`config.mk`:
```
export PLATFORM = sky130hd
export DESIGN_NAME = id_ex_stage
export DESIGN_NICKNAME = d
export VERILOG_FILES = /design/src/rtl/id_ex_stage_pkg.sv /design/src/rtl/id_ex_stage_operand_fwd_mux.sv /design/src/rtl/id_ex_stage.sv
export SDC_FILE = /design/constraint.sdc
export NUM_CORES = 1
export LEC_CHECK = 0
export CAP_MARGIN = 0
export CORE_AREA = 4 4 173 175
export DETAILED_ROUTE_END_ITERATION = 6
export DIE_AREA = 0 0 177 179
export PLACE_DENSITY = 0.66
export REMOVE_ABC_BUFFERS = 1
export SLEW_MARGIN = 10
export SYNTH_ARGS = -nofsm -noshare
export SYNTH_HDL_FRONTEND = slang
export SYNTH_SLANG_ARGS = --single-unit
```
`constraint.sdc`:
```
create_clock -name clk -period 2.78 [get_ports clk]
set_input_delay 0.417 -clock clk [delete_from_list [all_inputs] [get_ports clk]]
set_output_delay 0.417 -clock clk [all_outputs]
set_load 0.005 [all_outputs]
```
`src/rtl/id_ex_stage_pkg.sv`:
```
// Shared ID/EX pipeline definitions: forward-select encodings and control-bundle bit positions.
package id_ex_stage_pkg;

    typedef enum logic [1:0] {
        FWD_REG   = 2'b00,
        FWD_MEMWB = 2'b01,
        FWD_EXMEM = 2'b10
    } fwd_sel_e;

    localparam int unsigned CTRL_MEM_READ = 0;
    localparam int unsigned CTRL_ALU_SRC  = 1;
    localparam int unsigned CTRL_USES_RS1 = 2;
    localparam int unsigned CTRL_USES_RS2 = 3;

endpackage

```
`src/rtl/id_ex_stage_operand_fwd_mux.sv`:
```
// Three-way operand forwarding select: register file, EX/MEM result or MEM/WB result.
module operand_fwd_mux
    import id_ex_stage_pkg::*;
#(
    parameter int unsigned XLEN = 32
) (
    input  logic [1:0]      sel,
    input  logic [XLEN-1:0] rf_data,
    input  logic [XLEN-1:0] exmem_data,
    input  logic [XLEN-1:0] memwb_data,
    output logic [XLEN-1:0] fwd_data
);

    // The reserved 2'b11 encoding falls through to the register-file value.
    always_comb begin
        fwd_data = rf_data;
        case (sel)
            FWD_EXMEM: fwd_data = exmem_data;
            FWD_MEMWB: fwd_data = memwb_data;
            default:   fwd_data = rf_data;
        endcase
    end

endmodule

```
`src/rtl/id_ex_stage.sv`:
```
// ID/EX pipeline register with operand forwarding, load-use bubble insertion and a saturating bubble counter.
module id_ex_stage
    import id_ex_stage_pkg::*;
#(
    parameter int unsigned XLEN       = 32,
    parameter int unsigned REG_ADDR_W = 5,
    parameter int unsigned CTRL_W     = 8,
    parameter int unsigned CNT_W      = 16
) (
    input  logic                  clk,
    input  logic                  rst_n,
    input  logic                  id_valid,
    output logic                  id_ready,
    input  logic [XLEN-1:0]       id_instr,
    input  logic [XLEN-1:0]       id_pc,
    input  logic [XLEN-1:0]       id_rs1_data,
    input  logic [XLEN-1:0]       id_rs2_data,
    input  logic [XLEN-1:0]       id_imm,
    input  logic [REG_ADDR_W-1:0] id_rs1,
    input  logic [REG_ADDR_W-1:0] id_rs2,
    input  logic [REG_ADDR_W-1:0] id_rd,
    input  logic [CTRL_W-1:0]     id_ctrl,
    input  logic [1:0]            forward_a,
    input  logic [1:0]            forward_b,
    input  logic [XLEN-1:0]       exmem_result,
    input  logic [XLEN-1:0]       memwb_result,
    input  logic                  flush,
    input  logic                  ex_ready,
    output logic                  ex_valid,
    output logic [XLEN-1:0]       ex_instr,
    output logic [XLEN-1:0]       ex_pc,
    output logic [XLEN-1:0]       ex_op_a,
    output logic [XLEN-1:0]       ex_op_b,
    output logic [XLEN-1:0]       ex_store_data,
    output logic [REG_ADDR_W-1:0] ex_rd,
    output logic [CTRL_W-1:0]     ex_ctrl,
    output logic [CNT_W-1:0]      bubble_count
);

    logic [XLEN-1:0] fwd_a;
    logic [XLEN-1:0] fwd_b;
    logic [XLEN-1:0] op_b;
    logic            adv;
    logic            rs_match;
    logic            lu;

    operand_fwd_mux #(.XLEN(XLEN)) u_fwd_a (
        .sel        (forward_a),
        .rf_data    (id_rs1_data),
        .exmem_data (exmem_result),
        .memwb_data (memwb_result),
        .fwd_data   (fwd_a)
    );

    operand_fwd_mux #(.XLEN(XLEN)) u_fwd_b (
        .sel        (forward_b),
        .rf_data    (id_rs2_data),
        .exmem_data (exmem_result),
        .memwb_data (memwb_result),
        .fwd_data   (fwd_b)
    );

    always_comb begin
        op_b     = id_ctrl[CTRL_ALU_SRC] ? id_imm : fwd_b;
        adv      = !ex_valid || ex_ready;
        rs_match = (id_ctrl[CTRL_USES_RS1] && (id_rs1 == ex_rd)) ||
                   (id_ctrl[CTRL_USES_RS2] && (id_rs2 == ex_rd));
        lu       = ex_valid && ex_ctrl[CTRL_MEM_READ] && (ex_rd != '0) && rs_match;
        id_ready = flush || (adv && !lu);
    end

    // Flush beats the bubble, which beats a normal advance; a stalled slot holds everything.
    always_ff @(posedge clk or negedge rst_n) begin
        if (!rst_n) begin
            ex_valid      <= 1'b0;
            ex_instr      <= '0;
            ex_pc         <= '0;
            ex_op_a       <= '0;
            ex_op_b       <= '0;
            ex_store_data <= '0;
            ex_rd         <= '0;
            ex_ctrl       <= '0;
            bubble_count  <= '0;
        end else if (flush) begin
            ex_valid <= 1'b0;
        end else if (adv && lu && id_valid) begin
            ex_valid <= 1'b0;
            if (bubble_count != '1) begin
                bubble_count <= bubble_count + CNT_W'(1);
            end
        end else if (adv) begin
            ex_valid <= id_valid;
            if (id_valid) begin
                ex_instr      <= id_instr;
                ex_pc         <= id_pc;
                ex_op_a       <= fwd_a;
                ex_op_b       <= op_b;
                ex_store_data <= fwd_b;
                ex_rd         <= id_rd;
                ex_ctrl       <= id_ctrl;
            end
        end
    end

endmodule

```
After elaboration in Yosys (flattened, before gate mapping):

Index checks and enable logic that the tools add are counted.

* bits in writable memories: 0
* ROM bits: 0
* memories: 0
* input bits: 256
* register bits after elaboration: 190
* bits in latches: 0
* word-level logic and storage cells: 42

* $add $sub $neg: 1
* eq/ne operators: 7
* div/mod/pow operators: 0
* bitwise operators: 2
* shift-type cells: 0
* magnitude comparators: 0
* multiply operators: 0
* reductions and logical operators: 17
* multiplexer cells: 6

Operators with widths (count)
* $pmux W32 S2: 2
* $mux W32: 1
* $add A16 B1 Y16 const B: 1
* $ne A16 B16 Y1 const B: 1
* $eq A5 B5 Y1: 2
* $logic_and A1 B1 Y1: 8
* $reduce_bool A5 Y1: 1
* $eq A2 B1 Y1 const B: 2
* $eq A2 B2 Y1 const B: 2
* $reduce_and A4 Y1: 1
* $logic_or A1 B1 Y1: 3
* $mux W1: 3
* $reduce_and A3 Y1: 1
* $reduce_bool A3 Y1: 1
* $logic_not A1 Y1: 2
* $not A1 Y1: 2

Depth between registers and ports, before layout:

* depth after elaboration: 8
* depth in mapped cells: 8
* mapped depth without buffers: 7

By module:

Synthesis repeated with hierarchy kept, for this count alone.

* cells, all modules: 730
* area, all modules: 9126.3 µm²

By module, submodules not included
* id_ex_stage: seq. area each 4754.6 µm², area each 7852.5 µm², cells each 504, instances 1
* operand_fwd_mux: seq. area each 0.0 µm², area each 636.9 µm², cells each 113, instances 2

Worst setup path after synthesis:

OpenSTA, ideal clock, no wires.

* path kind: register to register
* from: register ex_rd[0]
* to: register ex_pc[13]
* stages on the path, launching flop included: 8
* arrival time: 2.105 ns
* data required time: 2.653 ns
* path buffers: 3
* path slack: 0.548 ns
* setup time: 0.127 ns
* cells stage by stage: dfrtp_1 or4_1 o211a_1 a21oi_1 buf_4 buf_12 buf_12 mux2_1

* cells in the longest elaborated chain, start to end: 8

RTL lines
* start: declaration: line id_ex_stage.sv:35 `output logic [REG_ADDR_W-1:0] ex_rd,`
* start signal: assignment: line id_ex_stage.sv:99 `ex_rd <= id_rd;`
* $eq A5 B5 Y1 (on tied branches): line id_ex_stage.sv:66, id_ex_stage.sv:67
* $logic_and A1 B1 Y1 (on tied branches): line id_ex_stage.sv:66, id_ex_stage.sv:67
* $logic_or A1 B1 Y1: line id_ex_stage.sv:66 `rs_match = (id_ctrl[CTRL_USES_RS1] && (id_rs1 == ex_rd)) ||`
* $logic_and A1 B1 Y1 *: line id_ex_stage.sv:68 `lu = ex_valid && ex_ctrl[CTRL_MEM_READ] && (ex_rd != '0) && rs_match;`
* $logic_and A1 B1 Y1 * (2 in series): line id_ex_stage.sv:86 `end else if (adv && lu && id_valid) begin`
* $not A1 Y1 (no source line) *
* $reduce_and A4 Y1 (no source line) *
* end signal: assignment: line id_ex_stage.sv:95 `ex_pc <= id_pc;`
* end: declaration: line id_ex_stage.sv:31 `output logic [XLEN-1:0] ex_pc,`

Mark *: on every way between the ends. The rest lies on a longest branch, timed or not.
A chain may end at the register's enable or synchronous reset.

Worst setup path in the final report:

* from: register ex_rd[0]
* to: output id_ready

* cells in the longest elaborated chain, start to end: 7

RTL lines
* $eq A5 B5 Y1 (on tied branches): line id_ex_stage.sv:66, id_ex_stage.sv:67
* $logic_and A1 B1 Y1 (on tied branches): line id_ex_stage.sv:66, id_ex_stage.sv:67
* $logic_or A1 B1 Y1: line id_ex_stage.sv:66
* $logic_and A1 B1 Y1 *: line id_ex_stage.sv:68
* $logic_not A1 Y1 *: line id_ex_stage.sv:69 `id_ready = flush || (adv && !lu);`
* $logic_and A1 B1 Y1 *: line id_ex_stage.sv:69
* $logic_or A1 B1 Y1 *: line id_ex_stage.sv:69
* end: declaration: line id_ex_stage.sv:13 `output logic id_ready,`

Marked as above.

==> load_flow_metrics.sql <==
INSERT INTO impl_metrics (metric_group, metric, value, unit) VALUES
('flow_run', 'max-cap-violations', '0', ''),
('sta', 'tightest_slew', '0.837', 'ns'),
('sta', 'timing.final.crit_period', '2.55', 'ns'),
('power', 'max_rail_drop_vdd', '0.385', 'mV'),
('run_status', 'outcome', 'finished clean', ''),
('setup_path', 'reg2reg_setup_slack', '0.33', 'ns'),
('cells_and_area', 'fill_cell_count', '2583', ''),
('drt', 'drt_wl_total', '32000', 'um'),
('cts', 'cts-htree-levels', '4', ''),
('global_route', 'global_route.usage.total', '0.193', ''),
('power', 'power_leakage', '6.06', 'nW'),
('drt', 'route.detailed.vias_per_inst', '4.82', ''),
('cells_and_area', 'area_growth_syn_to_layout', '61.5', '%'),
('placed_design', 'placedCellCount', '1605', ''),
('cts', 'numCtsBuffers', '17', ''),
('placed_design', 'placement.setup.worst_slack', '0.0943', 'ns'),
('cells_and_area', 'area_of_the_multi_input_gates', '3880', 'um^2'),
('power', 'powerDensity', '585', 'nW/um^2'),
('yosys', 'number_of_warnings_printed_during_yosys_synthesis', '0', ''),
('setup_path', 'worstPathRequired', '2.36', 'ns'),
('worst_hold_path', 'hold_path_startpoint', 'ex_op_a[9]', ''),
('yosys', 'synth_adder_area_share', '0.00687', ''),
('setup_path', 'timing.critical_path.to_type', 'output port', ''),
('cells_and_area', 'nNetsFinal', '1503', ''),
('setup_path', 'critical_path_arrival', '2.13', 'ns'),
('yosys', 'synth-edff-count', '0', ''),
('cells_and_area', 'final_design_area_no_fill', '14700', 'um^2'),
('yosys', 'syn-cell-area', '9110', 'um^2'),
('sta', 'skew', '0.0174', 'ns'),
('setup_path', 'crit_type', 'reg -> out', ''),
('global_route', 'global_route_wire_length_before_repair', '47800', 'um'),
('cts', 'cts_tree', 'yes', ''),
('cells_and_area', 'area.sequential', '4760', 'um^2'),
('sta', 'setup-tns-final', '0', 'ns'),
('cts', 'worst_setup_hold_path_clk_slew', '0.08', 'ns'),
('sta', 'maxSlewViolCount', '0', ''),
('yosys', 'fraction_of_the_mapped_netlist_area_in_simple_logic_gates', '0.0669', ''),
('drt', 'initial_detailed_routing_violation_count', '389', ''),
('placed_design', 'gp_congestion', '0.845', ''),
('global_route', 'global_route.overflow_total', '0', ''),
('floorplanning', 'core', '28500', 'um^2'),
('worst_hold_path', 'hold_path.class', 'reg -> reg', ''),
('yosys', 'synth.mux.area_fraction', '0.212', ''),
('cells_and_area', 'drive_gt1_frac', '0.133', ''),
('sta', 'fmaxAchievable', '393', 'MHz'),
('yosys', 'mapped_avg_cell_area', '11.4', 'um^2'),
('yosys', 'synth_flop_cell', 'dfrtp_1', ''),
('global_route', 'grt_antenna_before_repair', '3', ''),
('sta', 'final_hold_viol_count', '0', ''),
('yosys', 'gate_count_post_synth', '796', ''),
('floorplanning', 'number_of_rows_created_at_floorplan', '62', ''),
('placed_design', 'portBuffers', '446', ''),
('cts', 'clk_latency', '0.42', 'ns'),
('placed_design', 'dp_hpwl', '24300', 'um'),
('global_route', 'grt_start_max_net_pins', '66', ''),
('yosys', 'synth_largest_area_cell', 'dfrtp_1', ''),
('cts', 'clkSinkCount', '190', ''),
('drt', 'final_antenna_net_count', '0', ''),
('drt', 'drt-pass1-iter-count', '5', ''),
('yosys', 'synth.top_cell.area_share', '0.522', ''),
('yosys', 'postSynth.asyncResetShare', '1.00', ''),
('setup_path', 'worstSetupStartpoint', 'ex_rd[0]', ''),
('yosys', 'synth_top_family_by_area', 'multiplexers', ''),
('sta', 'period_share', '0.916', ''),
('setup_path', 'setup.worst_path.start_class', 'flop', ''),
('yosys', 'yosysSeqAreaShare', '0.522', ''),
('setup_path', 'cp_max_fo', '4', ''),
('cts', 'clock_path_buffers', '2', ''),
('power', 'post-layout-total-power', '0.00861', 'W'),
('floorplanning', 'dieHeight', '179', 'um'),
('floorplanning', 'top_level_ports', '447', '');
[state kept, by name, summed over array words and instances, names as in the netlist]
register       cells
ex_valid           1
ex_instr          32
ex_rd              5
ex_ctrl            8
bubble_count      16
ex_store_data     32
ex_op_b           32
ex_pc             32
ex_op_a           32
[cell usage in the layout (no fill, tap or decap), types with 2 or more instances in the layout]
cell             count
xnor2_1             18
and3_1               4
nand4_1              5
nand3_1             12
clkbuf_16           17
inv_1               38
a21oi_1             33
nor3_1               5
nand2_1             71
clkinv_8             3
clkdlybuf4s50_1    443
mux2i_1             33
nor2_1              35
ha_1                 3
dfrtp_1            189
mux2_1              48
ha_2                 2
xor2_1               6
a22oi_1             64
buf_12              10
buf_4               23
clkinvlp_4           2
mux2_2              94
clkinv_4             3
inv_8                4
o21ai_0             65
[per-layer routing]
layer	GRT usage	vias up	routed length [um]
li1	-	3710	-
met1	0.237	3838	12800
met2	0.328	305	15900
met3	0.0569	46	2410
met4	0.0625	4	865
met5	0	-	34
[repair_timing]
item | in CTS | in global routing
gates resized for setup | 4 | 0
setup buffers | 1 | 0
hold buffers | 1 | 0
setup endpoints to repair | 1 | 0
hold endpoints to repair | 46 | 0
[worst max-delay path, stage by stage (launching register included)]
cell and delay [ns]:
dfrtp_2 0.43, or4_4 0.55, o211a_4 0.28, nand2_1 0.10, a21o_1 0.11, dlygate4sd2_1 0.24
[kinds of logic after synthesis]
group                      Yosys count
DFF                                190
muxes                              175
AOI/OAI and AO/OA                  170
and+or+nand+nor                    141
buffers and inverters               91
xor gates and xnor gates            24
adders and majority gates            5
[area by class of cell]
cell class | count | area share
antenna | 1 | 0.000170
clock buffer | 18 | 0.0292
clock inverter | 14 | 0.0118
inverter | 38 | 0.00970
multi-input combinational | 515 | 0.264
sequential | 190 | 0.323
tap | 384 | 0.0327
timing repair buffer | 480 | 0.329
[cells in the mapped netlist, drive strengths merged (2+ instances only)]
cell type	number
or4	2
mux2i	33
mux2	142
ha	5
nand3	12
buf	23
nor3	5
a22oi	64
clkbuf	30
a21oi	34
xnor2	18
nand4	5
dfrtp	190
nand2	71
nor2	35
inv	38
and3	4
xor2	6
o21ai	65
[path summary, 6_finish.rpt]
check | end | cells after the start
worst max-delay path | id_ready | 5
worst min-delay path | ex_op_a[9] | 1
worst max register to register | ex_op_b[10] | 6
worst min register to register | ex_op_a[9] | 1
max in group asynchronous | ex_rd[0] | 3
min in group asynchronous | ex_pc[10] | 2
[report_power, final]
group	leakage [nW]	internal, W	switching, W
sequential	2.33	0.00325	0.000268
clock	0.287	0.00129	0.00123
combinational	3.44	0.00164	0.000926
[per-stage QoR]
stage,util,hold slack [ns]
final,0.517,0.486
after global routing,0.517,0.507
after floorplan,-,0.121
after CTS,0.517,0.490
after detailed placement,0.494,0.440
after global placement,0.494,0.446
Note: power is estimated with default switching activity, not from simulation.
